`config.mk`:
```
export PLATFORM = sky130hd
export DESIGN_NAME = prog_clock_divider
export DESIGN_NICKNAME = d
export VERILOG_FILES = /design/src/rtl/prog_clock_divider.sv
export SDC_FILE = /design/constraint.sdc
export NUM_CORES = 1
export LEC_CHECK = 0
export BUFFER_PORTS_ARGS = -buffer_cell sky130_fd_sc_hd__clkbuf_2
export CAP_MARGIN = 5
export CORE_MARGIN = 4
export CORE_UTILIZATION = 26
export CTS_BUF_LIST = sky130_fd_sc_hd__clkbuf_4
export DETAILED_ROUTE_END_ITERATION = 6
export GPL_ROUTABILITY_DRIVEN = 0
export HOLD_SLACK_MARGIN = 0.15
export SYNTH_ARGS = -nofsm -noshare
export SYNTH_HDL_FRONTEND = slang
export SYNTH_SLANG_ARGS = --single-unit
```
`constraint.sdc`:
```
create_clock -name clk -period 3.53 [get_ports clk]
set_input_delay 0.5295 -clock clk [delete_from_list [all_inputs] [get_ports clk]]
set_output_delay 0.5295 -clock clk [all_outputs]
set_load 0.03 [all_outputs]
```
`src/rtl/prog_clock_divider.sv`:
```
`timescale 1ns/1ps
// prog_clock_divider
// Runtime-programmable integer clock divider. Produces a registered divided
// clock and a one-cycle tick at the start of every output period. A new
// divisor loaded while running is held as pending and only takes effect at
// the next period boundary, so the output never shows runt or glitch pulses.
//
// Ports:
//   clk        system clock, all logic on posedge
//   rst        asynchronous active-low reset
//   en         run enable (0 = stopped, output held low)
//   div_in     requested divisor N (0 and 1 are clamped to 2)
//   div_load   one-cycle strobe capturing div_in
//   clk_out    divided clock, high ceil(N/2) cycles then low floor(N/2)
//   tick       one-cycle pulse in the first high cycle of each period
//   div_active divisor of the period currently being generated
//   busy       a loaded divisor is pending and not yet applied
//   load_err   one-cycle pulse when a divisor below 2 was loaded and clamped
module prog_clock_divider #(
  parameter int unsigned DIV_W       = 8,
  parameter int unsigned DEFAULT_DIV = 2
) (
  input  logic             clk,
  input  logic             rst,
  input  logic             en,
  input  logic [DIV_W-1:0] div_in,
  input  logic             div_load,
  output logic             clk_out,
  output logic             tick,
  output logic [DIV_W-1:0] div_active,
  output logic             busy,
  output logic             load_err
);

  typedef enum logic {
    IDLE = 1'b0,
    RUN  = 1'b1
  } state_e;

  localparam logic [DIV_W-1:0] DEF_DIV  = DIV_W'(DEFAULT_DIV);
  localparam logic [DIV_W-1:0] MIN_DIV  = DIV_W'(32'd2);
  localparam logic [DIV_W-1:0] ONE      = DIV_W'(32'd1);
  localparam logic [DIV_W-1:0] ZERO     = {DIV_W{1'b0}};

  // Divisors below 2 cannot form a high and a low phase; store 2 instead.
  function automatic logic [DIV_W-1:0] clamp_div(input logic [DIV_W-1:0] d);
    logic [DIV_W-1:0] r;
    if (d < MIN_DIV) begin
      r = MIN_DIV;
    end else begin
      r = d;
    end
    return r;
  endfunction

  state_e           state_q, state_d;
  logic [DIV_W-1:0] cnt_q, cnt_d;
  logic [DIV_W-1:0] div_active_q, div_active_d;
  logic [DIV_W-1:0] pending_q, pending_d;
  logic             clk_out_q, clk_out_d;
  logic             tick_q, tick_d;
  logic             busy_q, busy_d;
  logic             load_err_q, load_err_d;

  logic [DIV_W-1:0] load_val_s;
  logic             load_bad_s;
  logic [DIV_W:0]   half_s;
  logic [DIV_W:0]   cnt_inc_s;
  logic             period_end_s;

  // Derived values: clamped load value, high-phase length and period end.
  always_comb begin
    load_val_s   = clamp_div(div_in);
    load_bad_s   = (div_in < MIN_DIV);
    // H = ceil(N/2); one extra bit so N = 2^DIV_W-1 does not overflow.
    half_s       = ({1'b0, div_active_q} + {1'b0, ONE}) >> 1;
    cnt_inc_s    = {1'b0, cnt_q} + {1'b0, ONE};
    period_end_s = (cnt_q == (div_active_q - ONE));
  end

  // Next-state and next-output logic for the IDLE/RUN controller.
  always_comb begin
    state_d      = state_q;
    cnt_d        = cnt_q;
    clk_out_d    = clk_out_q;
    tick_d       = 1'b0;
    div_active_d = div_active_q;
    pending_d    = pending_q;
    busy_d       = busy_q;
    load_err_d   = div_load & load_bad_s;

    case (state_q)
      IDLE: begin
        cnt_d     = ZERO;
        clk_out_d = 1'b0;
        tick_d    = 1'b0;
        // While stopped a load is applied directly and supersedes any
        // divisor left pending from the previous run.
        if (div_load) begin
          div_active_d = load_val_s;
          pending_d    = load_val_s;
          busy_d       = 1'b0;
        end else if (en && busy_q) begin
          div_active_d = pending_q;
          busy_d       = 1'b0;
        end else begin
          busy_d = busy_q;
        end
        if (en) begin
          state_d   = RUN;
          clk_out_d = 1'b1;
          tick_d    = 1'b1;
        end else begin
          state_d = IDLE;
        end
      end

      RUN: begin
        if (!en) begin
          // Intentional stop: the current period may be cut short.
          state_d   = IDLE;
          cnt_d     = ZERO;
          clk_out_d = 1'b0;
          tick_d    = 1'b0;
        end else if (period_end_s) begin
          cnt_d     = ZERO;
          clk_out_d = 1'b1;
          tick_d    = 1'b1;
          if (busy_q) begin
            div_active_d = pending_q;
            busy_d       = 1'b0;
          end else begin
            div_active_d = div_active_q;
          end
        end else begin
          cnt_d     = cnt_inc_s[DIV_W-1:0];
          clk_out_d = (cnt_inc_s < half_s);
          tick_d    = 1'b0;
        end
        // Placed after the period-start handling so a load on a start edge
        // stays pending for the following period.
        if (div_load) begin
          pending_d = load_val_s;
          busy_d    = 1'b1;
        end else begin
          pending_d = pending_q;
        end
      end

      default: begin
        state_d   = IDLE;
        cnt_d     = ZERO;
        clk_out_d = 1'b0;
        tick_d    = 1'b0;
      end
    endcase
  end

  // State and output registers with asynchronous active-low reset.
  always_ff @(posedge clk or negedge rst) begin
    if (!rst) begin
      state_q      <= IDLE;
      cnt_q        <= ZERO;
      div_active_q <= DEF_DIV;
      pending_q    <= DEF_DIV;
      clk_out_q    <= 1'b0;
      tick_q       <= 1'b0;
      busy_q       <= 1'b0;
      load_err_q   <= 1'b0;
    end else begin
      state_q      <= state_d;
      cnt_q        <= cnt_d;
      div_active_q <= div_active_d;
      pending_q    <= pending_d;
      clk_out_q    <= clk_out_d;
      tick_q       <= tick_d;
      busy_q       <= busy_d;
      load_err_q   <= load_err_d;
    end
  end

  assign clk_out    = clk_out_q;
  assign tick       = tick_q;
  assign div_active = div_active_q;
  assign busy       = busy_q;
  assign load_err   = load_err_q;

endmodule
```
==> run metrics <==
Yosys Warn Count 0; CTS Buf Count 5; Via density 4.88; HPWL after detailed placement 3260 um; P_sw 370 uW; GRT Total Usage 0.110; Vias 1524; Overflow after GRT 0; outcome finished clean; CTS resizes 0; post-route setup TNS 0 ns; share of the synthesized area in the top cell type 0.351; largest area contributor in the netlist dfrtp_1; Max Clock Freq 0.373 GHz; CP Class reg -> reg; cell area after synthesis 1920 um^2; Req. time, crit path 3.76 ns; VDD IR-drop max 208 uV; initial core utilization 0.267; post-route ant nets 0; global-route wire length before repair 7550 um; CP max FO 11; # hold bufs at CTS 0; Distinct cells, synth 46; DRT Pass-1 Iters 4; die height 94.0 um; worst min path class in -> async; Yosys reg bits 29; nature of the critical path endpoint flip-flop; area of the multi-input gates 1080 um^2; Die ar. 8840 um^2; io pins 24; asr flop ratio synth 1.00; CP max stage cell or4_4; Syn Area/Cell 9.97 um^2; power per cell area 469 nW/um^2; Sink Count 29; Gate power share 0.292; Buffers on Ports 23; number of synthesized flops with an enable pin 0; slowest stage delay, CP 0.59 ns; Max Cap Viol 0; crit-path cells or4_4, or4_4, and3_4, o21a_1, a221o_2; Total Wirelength 4420 um; Top Family by Delay on Critical Path simple AND/OR/NAND/NOR gates; Clock Path Buffers 2; Fin. Hold Viols 0; antenna violations before repair 0; commonest cells after routing, fill and taps aside dfrtp_1, clkbuf_2, xnor2_1, nand2_1, o21ai_0; Worst Tran Pin Value 0.739 ns; clock latency on the worst-skew pair 0.33 ns; Slew Viols, Final 0; largest net degree at the start of global routing 30; Starting DRT DRC Count 135; H-tree levels 2; crit share post-route 0.760; minimum clock period 2.68 ns; # rows 31; top cells by area, synth dfrtp_1, ha_1, xnor2_1; crit start category flip-flop; Mapped Nets 215; sequential share of the synthesized area 0.378; Layout area overhead 12.0%; Reg power frac 0.437; relative slew slack 0.508; Storage cell area 728 um^2; Core Area 7210 um^2; vias in the first global route 1503; Setup Fix Bufs, Post-CTS 0; switching part of the total 0.366; Worst path most repeated cell or4_4; Hold Slack 0.237 ns; TritonCTS clock tree yes; Worst-path clk slew 0.11 ns; Post-Syn Instances 193; DRC violations left 0; post-route clock skew 0.0157 ns; RSZ-0062 raised after global routing false; LEAKAGE 0.000905 uW; Top FF cell, synth dfrtp_1; Clock Power Share 0.271; n_diodes 0; r2r setup slk 0.85 ns; setup violators final 0; commonest non-fill, non-tap cell in the layout dfrtp_1; WP buf/inv 0; P_int 641 uW; share of layout cells above drive strength 1 0.221; CP arrival 2.91 ns; Final nets 234; clock root buffer clkbuf_4; Avg WL per Cell 14.2 um; die width 94.0 um; fillcell total 775
-- flip-flops by register name, summed over array words and instances, names as in the netlist --
signal	cells
busy	1
state_q	1
load_err	1
tick	1
pending_q	8
clk_out	1
cnt_q	8
div_active	8
-- layout make-up --
cell class | count | area share
multi-input combinational | 145 | 0.501
inverter | 8 | 0.0139
timing repair buffer | 23 | 0.0534
sequential | 29 | 0.338
clock buffer | 5 | 0.0174
tap | 99 | 0.0575
clock inverter | 3 | 0.0192
-- stage by stage --
stage | cells | util | area (um^2) | setup WS (ns) | total power [uW]
floorplan | 193 | - | 1920 | 0.850 | 678
global placement | 304 | 0.288 | 2080 | 0.896 | 740
detailed placement | 304 | 0.288 | 2080 | 0.844 | 747
CTS | 312 | 0.299 | 2150 | 0.832 | 1030
global route | 312 | 0.299 | 2150 | 0.742 | 1090
finish | 312 | 0.299 | 2150 | 0.848 | 1010
-- synth_stat cells, types with 7 or more instances --
library cell and instances:
nand2_1 14, a221o_1 8, ha_1 10, inv_1 8, nand3_1 10, nor2_1 7
dfrtp_1 27, xnor2_1 14, o21ai_0 12
-- worst register-to-register path, cell delays in order (launching register included) --
cell     delay [ns]
dfrtp_1        0.52
or4_4          0.59
or4_4          0.53
and3_4         0.18
o21a_1         0.32
a221o_2        0.43
-- kinds of logic (layout without fill, tap and decap cells) --
| logic type | count (synthesis) | after routing | synth area share |
|---|---|---|---|
| simple gates | 62 | 62 | 0.187 |
| mux | 6 | 6 | 0.0351 |
| compound gates | 47 | 47 | 0.183 |
| xor+xnor | 20 | 20 | 0.0910 |
| fa+ha+maj | 10 | 10 | 0.0650 |
| buf+inv | 19 | 39 | 0.0611 |
| flops | 29 | 29 | 0.378 |
-- path summary, 6_finish.rpt --
path                                 end     startpoint  depth (start not counted)
setup / recovery           div_active[0]  div_active[0]                          5
setup reg to reg           div_active[0]  div_active[0]                          5
min in group clk                 state_q             en                          1
hold / removal                  cnt_q[3]            rst                          1
max in group asynchronous        clk_out            rst                          1
hold reg to reg             pending_q[1]   pending_q[1]                          2
-- metal layers --
layer,track usage,up-vias,wire length [um]
li1,-,746,-
met1,0.148,738,2140
met2,0.173,33,2060
met3,0.0224,7,150
met4,0.0421,0,66
met5,0,-,0
-- power groups by stage --
| stage | clock, uW | combinational (uW) | sequential (uW) |
|---|---|---|---|
| 3_5_place_dp | 0 | 298 | 449 |
| 4_1_cts | 288 | 299 | 442 |
| 3_3_place_gp | 0 | 293 | 447 |
| 6_report | 274 | 295 | 441 |
| 5_1_grt | 302 | 331 | 452 |
| 2_1_floorplan | 0 | 228 | 450 |
Note: power is estimated with default switching activity, not from simulation.
